===== src/rtl/dkong_video_timing.sv =====
`default_nettype none
// ============================================================================
// Module   : dkong_video_timing
// Raster timing generator: pixel clock-enable divider, H/V counters with flip
// views, registered blank/sync flags, frame counter and VBLANK interrupt pulse.
// Revision : 1.0  initial release
// ============================================================================
module dkong_video_timing #(
  parameter int CLK_DIV  = 2,
  parameter int H_W      = 10,
  parameter int H_TOTAL  = 768,
  parameter int H_BL_P   = 511,
  parameter int H_BL_W   = 767,
  parameter int H_SYNC_P = 576,
  parameter int H_SYNC_W = 640,
  parameter int V_W      = 9,
  parameter int V_FIRST  = 504,
  parameter int V_LAST   = 255,
  parameter int V_BL_P   = 239,
  parameter int V_BL_W   = 15,
  parameter int V_SYNC_P = 255,
  parameter int V_SYNC_W = 511
) (
  input  logic           I_CLK,
  input  logic           I_RST_n,
  input  logic           I_HFLIP,
  input  logic           I_VFLIP,
  output logic           O_PIX_CE,
  output logic [H_W-1:0] H_CNT,
  output logic [H_W-1:0] HF_CNT,
  output logic [V_W-1:0] V_CNT,
  output logic [V_W-2:0] VF_CNT,
  output logic           H_BLANKn,
  output logic           V_BLANKn,
  output logic           C_BLANKn,
  output logic           H_SYNCn,
  output logic           V_SYNCn,
  output logic           O_VBL_IRQ,
  output logic [7:0]     O_FRAME
);

  localparam int DIV_W = (CLK_DIV > 1) ? $clog2(CLK_DIV) : 1;

  localparam logic [DIV_W-1:0] c_div_last = DIV_W'(CLK_DIV - 1);
  localparam logic [H_W-1:0]   c_h_last   = H_W'(H_TOTAL - 1);
  localparam logic [H_W-1:0]   c_h_bl_p   = H_W'(H_BL_P);
  localparam logic [H_W-1:0]   c_h_bl_w   = H_W'(H_BL_W);
  localparam logic [H_W-1:0]   c_h_sync_p = H_W'(H_SYNC_P);
  localparam logic [H_W-1:0]   c_h_sync_w = H_W'(H_SYNC_W);
  localparam logic [V_W-1:0]   c_v_first  = V_W'(V_FIRST);
  localparam logic [V_W-1:0]   c_v_last   = V_W'(V_LAST);
  localparam logic [V_W-1:0]   c_v_bl_p   = V_W'(V_BL_P);
  localparam logic [V_W-1:0]   c_v_bl_w   = V_W'(V_BL_W);
  localparam logic [V_W-1:0]   c_v_sync_p = V_W'(V_SYNC_P);
  localparam logic [V_W-1:0]   c_v_sync_w = V_W'(V_SYNC_W);

  // Parameter sanity: any illegal combination stops elaboration.
  if (CLK_DIV < 1) begin : g_chk_div
    $error("dkong_video_timing: CLK_DIV must be >= 1");
  end
  if (V_W < 2) begin : g_chk_vw
    $error("dkong_video_timing: V_W must be >= 2");
  end
  if (H_TOTAL < 2 || H_TOTAL > (1 << H_W)) begin : g_chk_htot
    $error("dkong_video_timing: H_TOTAL does not fit H_W");
  end
  if (H_BL_P >= H_TOTAL || H_BL_W >= H_TOTAL ||
      H_SYNC_P >= H_TOTAL || H_SYNC_W >= H_TOTAL) begin : g_chk_hrange
    $error("dkong_video_timing: H set/clear value >= H_TOTAL");
  end
  if (H_BL_P == H_BL_W || H_SYNC_P == H_SYNC_W) begin : g_chk_hpw
    $error("dkong_video_timing: H set and clear values must differ");
  end
  if (V_BL_P == V_BL_W || V_SYNC_P == V_SYNC_W) begin : g_chk_vpw
    $error("dkong_video_timing: V set and clear values must differ");
  end
  if (V_FIRST >= (1 << V_W) || V_LAST >= (1 << V_W) || V_BL_P >= (1 << V_W) ||
      V_BL_W >= (1 << V_W) || V_SYNC_P >= (1 << V_W) ||
      V_SYNC_W >= (1 << V_W)) begin : g_chk_vrange
    $error("dkong_video_timing: V value does not fit V_W");
  end

  logic [DIV_W-1:0] div_cnt_q, div_cnt_d;
  logic             pix_ce_q,  pix_ce_d;
  logic [H_W-1:0]   h_cnt_q,   h_cnt_d;
  logic [V_W-1:0]   v_cnt_q,   v_cnt_d;
  logic             hbl_q,     hbl_d;
  logic             hsync_q,   hsync_d;
  logic             vbl_q,     vbl_d;
  logic             vsync_q,   vsync_d;
  logic             cbl_q,     cbl_d;
  logic             irq_q,     irq_d;
  logic [7:0]       frame_q,   frame_d;

  logic w_div_wrap;
  logic w_line_adv;

  always_comb begin
    w_div_wrap = (div_cnt_q == c_div_last);
    div_cnt_d  = w_div_wrap ? '0 : div_cnt_q + 1'b1;
    pix_ce_d   = w_div_wrap;
  end

  // Every comparison below uses pre-edge values, so a set/clear takes
  // effect one pixel after the matching count.
  always_comb begin
    w_line_adv = pix_ce_q && (h_cnt_q == c_h_sync_p);

    h_cnt_d = h_cnt_q;
    hbl_d   = hbl_q;
    hsync_d = hsync_q;
    if (pix_ce_q) begin
      h_cnt_d = (h_cnt_q == c_h_last) ? '0 : h_cnt_q + 1'b1;
      if (h_cnt_q == c_h_bl_p) begin
        hbl_d = 1'b1;
      end else if (h_cnt_q == c_h_bl_w) begin
        hbl_d = 1'b0;
      end
      if (h_cnt_q == c_h_sync_p) begin
        hsync_d = 1'b1;
      end else if (h_cnt_q == c_h_sync_w) begin
        hsync_d = 1'b0;
      end
    end

    v_cnt_d = v_cnt_q;
    vbl_d   = vbl_q;
    vsync_d = vsync_q;
    if (w_line_adv) begin
      v_cnt_d = (v_cnt_q == c_v_last) ? c_v_first : v_cnt_q + 1'b1;
      if (v_cnt_q == c_v_bl_p) begin
        vbl_d = 1'b1;
      end else if (v_cnt_q == c_v_bl_w) begin
        vbl_d = 1'b0;
      end
      if (v_cnt_q == c_v_sync_p) begin
        vsync_d = 1'b1;
      end else if (v_cnt_q == c_v_sync_w) begin
        vsync_d = 1'b0;
      end
    end

    cbl_d   = hbl_d | vbl_d;
    irq_d   = w_line_adv && (v_cnt_q == c_v_bl_p) && !vbl_q;
    frame_d = irq_d ? frame_q + 8'd1 : frame_q;
  end

  always_ff @(posedge I_CLK or negedge I_RST_n) begin
    if (!I_RST_n) begin
      div_cnt_q <= '0;
      pix_ce_q  <= 1'b0;
      h_cnt_q   <= '0;
      v_cnt_q   <= c_v_first;
      hbl_q     <= 1'b0;
      hsync_q   <= 1'b0;
      vbl_q     <= 1'b0;
      vsync_q   <= 1'b0;
      cbl_q     <= 1'b0;
      irq_q     <= 1'b0;
      frame_q   <= 8'd0;
    end else begin
      div_cnt_q <= div_cnt_d;
      pix_ce_q  <= pix_ce_d;
      h_cnt_q   <= h_cnt_d;
      v_cnt_q   <= v_cnt_d;
      hbl_q     <= hbl_d;
      hsync_q   <= hsync_d;
      vbl_q     <= vbl_d;
      vsync_q   <= vsync_d;
      cbl_q     <= cbl_d;
      irq_q     <= irq_d;
      frame_q   <= frame_d;
    end
  end

  assign O_PIX_CE  = pix_ce_q;
  assign H_CNT     = h_cnt_q;
  assign V_CNT     = v_cnt_q;
  assign HF_CNT    = h_cnt_q ^ {H_W{I_HFLIP}};
  assign VF_CNT    = v_cnt_q[V_W-2:0] ^ {(V_W-1){I_VFLIP}};
  assign H_BLANKn  = ~hbl_q;
  assign V_BLANKn  = ~vbl_q;
  assign C_BLANKn  = ~cbl_q;
  assign H_SYNCn   = ~hsync_q;
  assign V_SYNCn   = ~vsync_q;
  assign O_VBL_IRQ = irq_q;
  assign O_FRAME   = frame_q;

endmodule
`default_nettype wire


===== config.mk =====
export PLATFORM = sky130hd
export DESIGN_NAME = dkong_video_timing
export DESIGN_NICKNAME = d
export VERILOG_FILES = /design/src/rtl/dkong_video_timing.sv
export SDC_FILE = /design/constraint.sdc
export NUM_CORES = 1
export LEC_CHECK = 0
export BUFFER_PORTS_ARGS = -buffer_cell sky130_fd_sc_hd__buf_2
export CAP_MARGIN = 20
export CORE_ASPECT_RATIO = 1.4
export CORE_MARGIN = 3
export CORE_UTILIZATION = 35
export CTS_CLUSTER_DIAMETER = 30
export DETAILED_ROUTE_END_ITERATION = 10
export PLACE_DENSITY_LB_ADDON = 0.1
export SLEW_MARGIN = 20
export SYNTH_ARGS = -nofsm -noshare
export SYNTH_HDL_FRONTEND = slang
export SYNTH_SLANG_ARGS = --single-unit

===== constraint.sdc =====
create_clock -name I_CLK -period 7.4 [get_ports I_CLK]
set_input_delay 1.85 -clock I_CLK [delete_from_list [all_inputs] [get_ports I_CLK]]
set_output_delay 1.85 -clock I_CLK [all_outputs]
set_load 0.01 [all_outputs]

Word level (Yosys, flattened, before mapping):

Index checks and enable logic that the tools add are counted.

* input bits: 4
* word-level logic and storage cells: 52
* register bits after elaboration: 35

* equal/unequal tests: 8
* add/sub/neg operators: 4
* reductions and logical operators: 8
* multiplexer cells: 13
* bitwise gates (word level): 8

Operators by type and width (number)
* == test 10 bit (second input constant): 3
* == test 9 x 8 -> 1 bit (second input constant): 2
* 2-to-1 mux 1 bit: 11
* adder 10 x 1 -> 10 bit (second input constant): 1
* == test 10 x 9 -> 1 bit (second input constant): 1
* 2-to-1 mux 10 bit: 1
* bitwise XOR 10 bit: 1
* adder 9 x 1 -> 9 bit (second input constant): 1
* == test 9 x 4 -> 1 bit (second input constant): 1
* == test 9 bit (second input constant): 1
* 2-to-1 mux 9 bit: 1
* adder 8 x 1 -> 8 bit (second input constant): 1
* bitwise XOR 8 bit: 1
* NOT 1 bit: 5
* AND reduction 2 bit: 2
* nonzero test 2 bit: 2
* logical AND 1 bit: 3
* adder 1 bit (second input constant): 1
* zero test 1 bit: 1
* OR 1 bit: 1

Depth between registers and ports, before layout:

* depth in word-level cells: 5
* mapped depth: 9
* depth with buffers taken out: 8

Worst setup path after synthesis:

Ideal clock, no wire load.

* path kind: input port to output port
* start: input port I_HFLIP
* end: output port HF_CNT[0]
* stages on the path: 2
* required time: 5550 ps
* data arrival time: 2537 ps
* buffers on the path: 1
* slack: 3013 ps
* cells stage by stage: clkbuf_1 xor2_1

* cells in the longest elaborated chain, start to end: 1

Ends and longest elaborated chain
* start: declaration: RTL line 26 `input logic I_HFLIP,`
* bitwise XOR 10 bit: RTL line 179 `assign HF_CNT = h_cnt_q ^ {H_W{I_HFLIP}};`
* end: declaration: RTL line 30 `output logic [H_W-1:0] HF_CNT,`

No other way between the ends.

Worst setup path in the final report:

* start: input port I_HFLIP
* end: output port HF_CNT[5]

Same word-level chain as after synthesis.

==> out/metrics.json <==
{
  "drc": {"value": 0},
  "floorplan.core_area": {"value": 0.00553, "unit": "mm²"},
  "area.growth.synth_to_final": {"value": 19.2, "unit": "%"},
  "die-width": {"value": 70.1, "unit": "µm"},
  "detailed_routing_iterations_pass_1": {"value": 4},
  "timing.hold.worst_endpoint": {"value": "O_PIX_CE$_DFF_PN0_"},
  "period_share": {"value": 0.575},
  "clock_insertion_delay_worst_skew": {"value": 0.28, "unit": "ns"},
  "worstSetupEndpointType": {"value": "output pin"},
  "vias_per_cell": {"value": 5.04},
  "hold_path_class": {"value": "flop to flop"},
  "maxCapViolations": {"value": 0},
  "placementRows": {"value": 32},
  "vdd_drop_max": {"value": 0.0799, "unit": "mV"},
  "regToRegSetupSlack": {"value": 4.91, "unit": "ns"},
  "multiInputGateArea": {"value": 0.00101, "unit": "mm²"},
  "design.final.nets": {"value": 253},
  "port_buffers": {"value": 55},
  "clkSinkCount": {"value": 35},
  "yosys_register_bits": {"value": 35},
  "post_synth.cell_area_avg": {"value": 10.3, "unit": "µm²"},
  "pin_count": {"value": 56},
  "first_pass_grt_wire_length": {"value": 7320, "unit": "µm"},
  "rsz0062_at_grt": {"value": "false"},
  "cts_root_buffer": {"value": "clkbuf_8"},
  "detailedPlacementHpwl": {"value": 3150, "unit": "µm"},
  "sequential_area_share_after_synthesis": {"value": 0.439},
  "post_cts_hold_buffer_count": {"value": 0},
  "final.setup.worst_slack": {"value": 3.14, "unit": "ns"},
  "synth_nets": {"value": 206},
  "reg2reg_to": {"value": "V_CNT[2]$_DFFE_PN0N_"},
  "postCtsResizedCells": {"value": 0},
  "chipHeight": {"value": 95.7, "unit": "µm"},
  "finalHoldViolCount": {"value": 0},
  "grt_start_max_net_pins": {"value": 36},
  "cts_buffers": {"value": 5},
  "die-area": {"value": 0.00671, "unit": "mm²"},
  "cts_tree": {"value": "done"},
  "pre_cts_ws": {"value": 3.13, "unit": "ns"},
  "worst_hold_startpoint": {"value": "div_cnt_q$_DFF_PN0_"},
  "netlist_instances": {"value": 196},
  "tightestPinTransition": {"value": 0.842, "unit": "ns"},
  "cts-root-to-sink-buffers": {"value": 2},
  "finalSetupViolations": {"value": 0},
  "layout_common_cells": {"value": "buf_2 (55), dfrtp_1 (29), xor2_1 (27)"},
  "floorplan.initialDensity": {"value": 0.364},
  "antenna_violating_nets_remaining": {"value": 0},
  "startpoint": {"value": "I_HFLIP"},
  "cellPowerDensity": {"value": 150, "unit": "mW/mm²"},
  "fin_skew": {"value": 0.00944, "unit": "ns"},
  "max_clock_freq": {"value": 235, "unit": "MHz"},
  "cp_data_arrival_time": {"value": 2.41, "unit": "ns"},
  "whs": {"value": 0.376, "unit": "ns"},
  "dr_total_vias": {"value": 1574},
  "diodes": {"value": 0},
  "track_usage": {"value": 0.137},
  "timing.final.crit_period": {"value": 4.26, "unit": "ns"},
  "r2r-start": {"value": "H_CNT[0]$_DFFE_PN0P_"},
  "synthesis.yosys.warnings": {"value": 0},
  "final_common_cell": {"value": "buf_2"},
  "relSlewSlack": {"value": 0.434},
  "power.leakage": {"value": 1.26, "unit": "nW"},
  "initialDrtViolationCount": {"value": 41},
  "summed_instance_area_of_the_synthesized_netlist": {"value": 0.00201, "unit": "mm²"},
  "drt-wirelength-per-cell": {"value": 13.8, "unit": "µm"},
  "layout-drive-gt1-share": {"value": 0.352},
  "sequential_cell_area": {"value": 883, "unit": "µm²"},
  "setup_total_negative_slack": {"value": 0, "unit": "ns"},
  "cts_max_level": {"value": 2},
  "routabilityCongestion": {"value": 0.741},
  "synth.distinct_cells": {"value": 49},
  "fill_cells": {"value": 569},
  "final-max-slew-violation-count": {"value": 0},
  "finalWirelength": {"value": 4300, "unit": "µm"},
  "r2r_cells": {"value": 6},
  "cp_data_required_time": {"value": 5.55, "unit": "ns"},
  "global_route.overflow_total": {"value": 0},
  "crit_path_max_fanout": {"value": 10},
  "post_cts_buffers": {"value": 0},
  "critical_path_class": {"value": "primary input to output pin"},
  "number_of_global_route_vias_before_repair": {"value": 1491},
  "grt_antenna_before_repair": {"value": 0},
  "clkSlewWorstSetupHoldPaths": {"value": 0.07, "unit": "ns"},
  "run_status": {"value": "finished, final reports clean"},
  "critical_path.startpoint_type": {"value": "primary input"},
  "worst_hold_path.num_cells": {"value": 0}
}
cell families after synthesis:
kind of cell / synth area share
mux: 0.0218
xor+xnor: 0.135
buf+inv: 0.0591
fa+ha+maj: 0.0373
simple gates: 0.213
flops: 0.439
compound gates: 0.0945
cells in the mapped netlist (all sizes together):
cell / n / area share
dfrtp: 29 / 0.36
xor2: 27 / 0.12
inv: 12 / 0.022
nand3: 12 / 0.030
clkbuf: 10 / 0.019
nand2: 10 / 0.019
a21oi: 7 / 0.017
nor2: 7 / 0.016
nor3: 7 / 0.032
and3: 6 / 0.019
dfstp: 6 / 0.078
ha: 6 / 0.037
a31oi: 5 / 0.016
buf: 5 / 0.018
and4: 4 / 0.017
o21ai: 4 / 0.010
xnor2: 4 / 0.017
mux2: 3 / 0.017
or4: 3 / 0.013
a22o: 2 / 0.0087
a31o: 2 / 0.0087
nand3b: 2 / 0.0075
nand4bb: 2 / 0.011
nor3b: 2 / 0.0075
nor4: 2 / 0.0093
or4b: 2 / 0.012
a21boi: 1 / 0.0037
a21o: 1 / 0.0037
a41o: 1 / 0.0050
a41oi: 1 / 0.0044
and2: 1 / 0.0031
and4b: 1 / 0.0050
mux2i: 1 / 0.0050
nand2b: 1 / 0.0031
nand4: 1 / 0.0031
nor2b: 1 / 0.0031
o21bai: 1 / 0.0037
o22a: 1 / 0.0044
o22ai: 1 / 0.0031
o31ai: 1 / 0.0062
or2: 1 / 0.0031
registers in the layout, indices dropped and copies added (netlist names):
signal and flops:
div_cnt_q 1, hbl_q 1, cbl_q 1, O_PIX_CE 1
hsync_q 1, O_FRAME 8, vbl_q 1, V_CNT 9
O_VBL_IRQ 1, H_CNT 10, vsync_q 1
worst max path at each step:
stage / slack (ns) / cells after the start / to
2_1_floorplan: 3.01 / 2 / HF_CNT[0]
3_5_place_dp: 3.13 / 3 / HF_CNT[5]
6_report: 3.14 / 3 / HF_CNT[5]
3_3_place_gp: 3.15 / 3 / HF_CNT[0]
4_1_cts: 3.13 / 3 / HF_CNT[5]
5_1_grt: 3.07 / 3 / HF_CNT[0]
metrics by stage:
stage | std cells | total power [mW] | util | cell area [µm²]
floorplan | 196 | 0.203 | - | 2010
global placement | 304 | 0.212 | 0.416 | 2300
detailed placement | 304 | 0.212 | 0.416 | 2300
CTS | 312 | 0.367 | 0.434 | 2400
global route | 312 | 0.378 | 0.434 | 2400
finish | 312 | 0.360 | 0.434 | 2400
cell type report:
type                    instances  share of cell area
multi-input cells             134               0.421
flip-flops and latches         35               0.368
inverters                      12              0.0188
repair buffers                 55               0.115
clock buffers                   8              0.0417
well taps                      68              0.0355
power by group:
part / internal [mW] / switching (mW)
logic: 0.00585 / 0.0109
registers: 0.191 / 0
clock network: 0.0850 / 0.0672
layer usage:
metal / wire, µm / vias up / track usage
li1: - / 771 / -
met1: 1820 / 751 / 0.165
met2: 2160 / 46 / 0.240
met3: 248 / 6 / 0.0345
met4: 68 / 0 / 0.0431
met5: 0 / - / 0
worst max-delay path, cell delays in order:
cell and delay (ns):
buf_2 0.25, xor2_1 0.17, buf_2 0.14
Power figures use the tool's default switching activity.
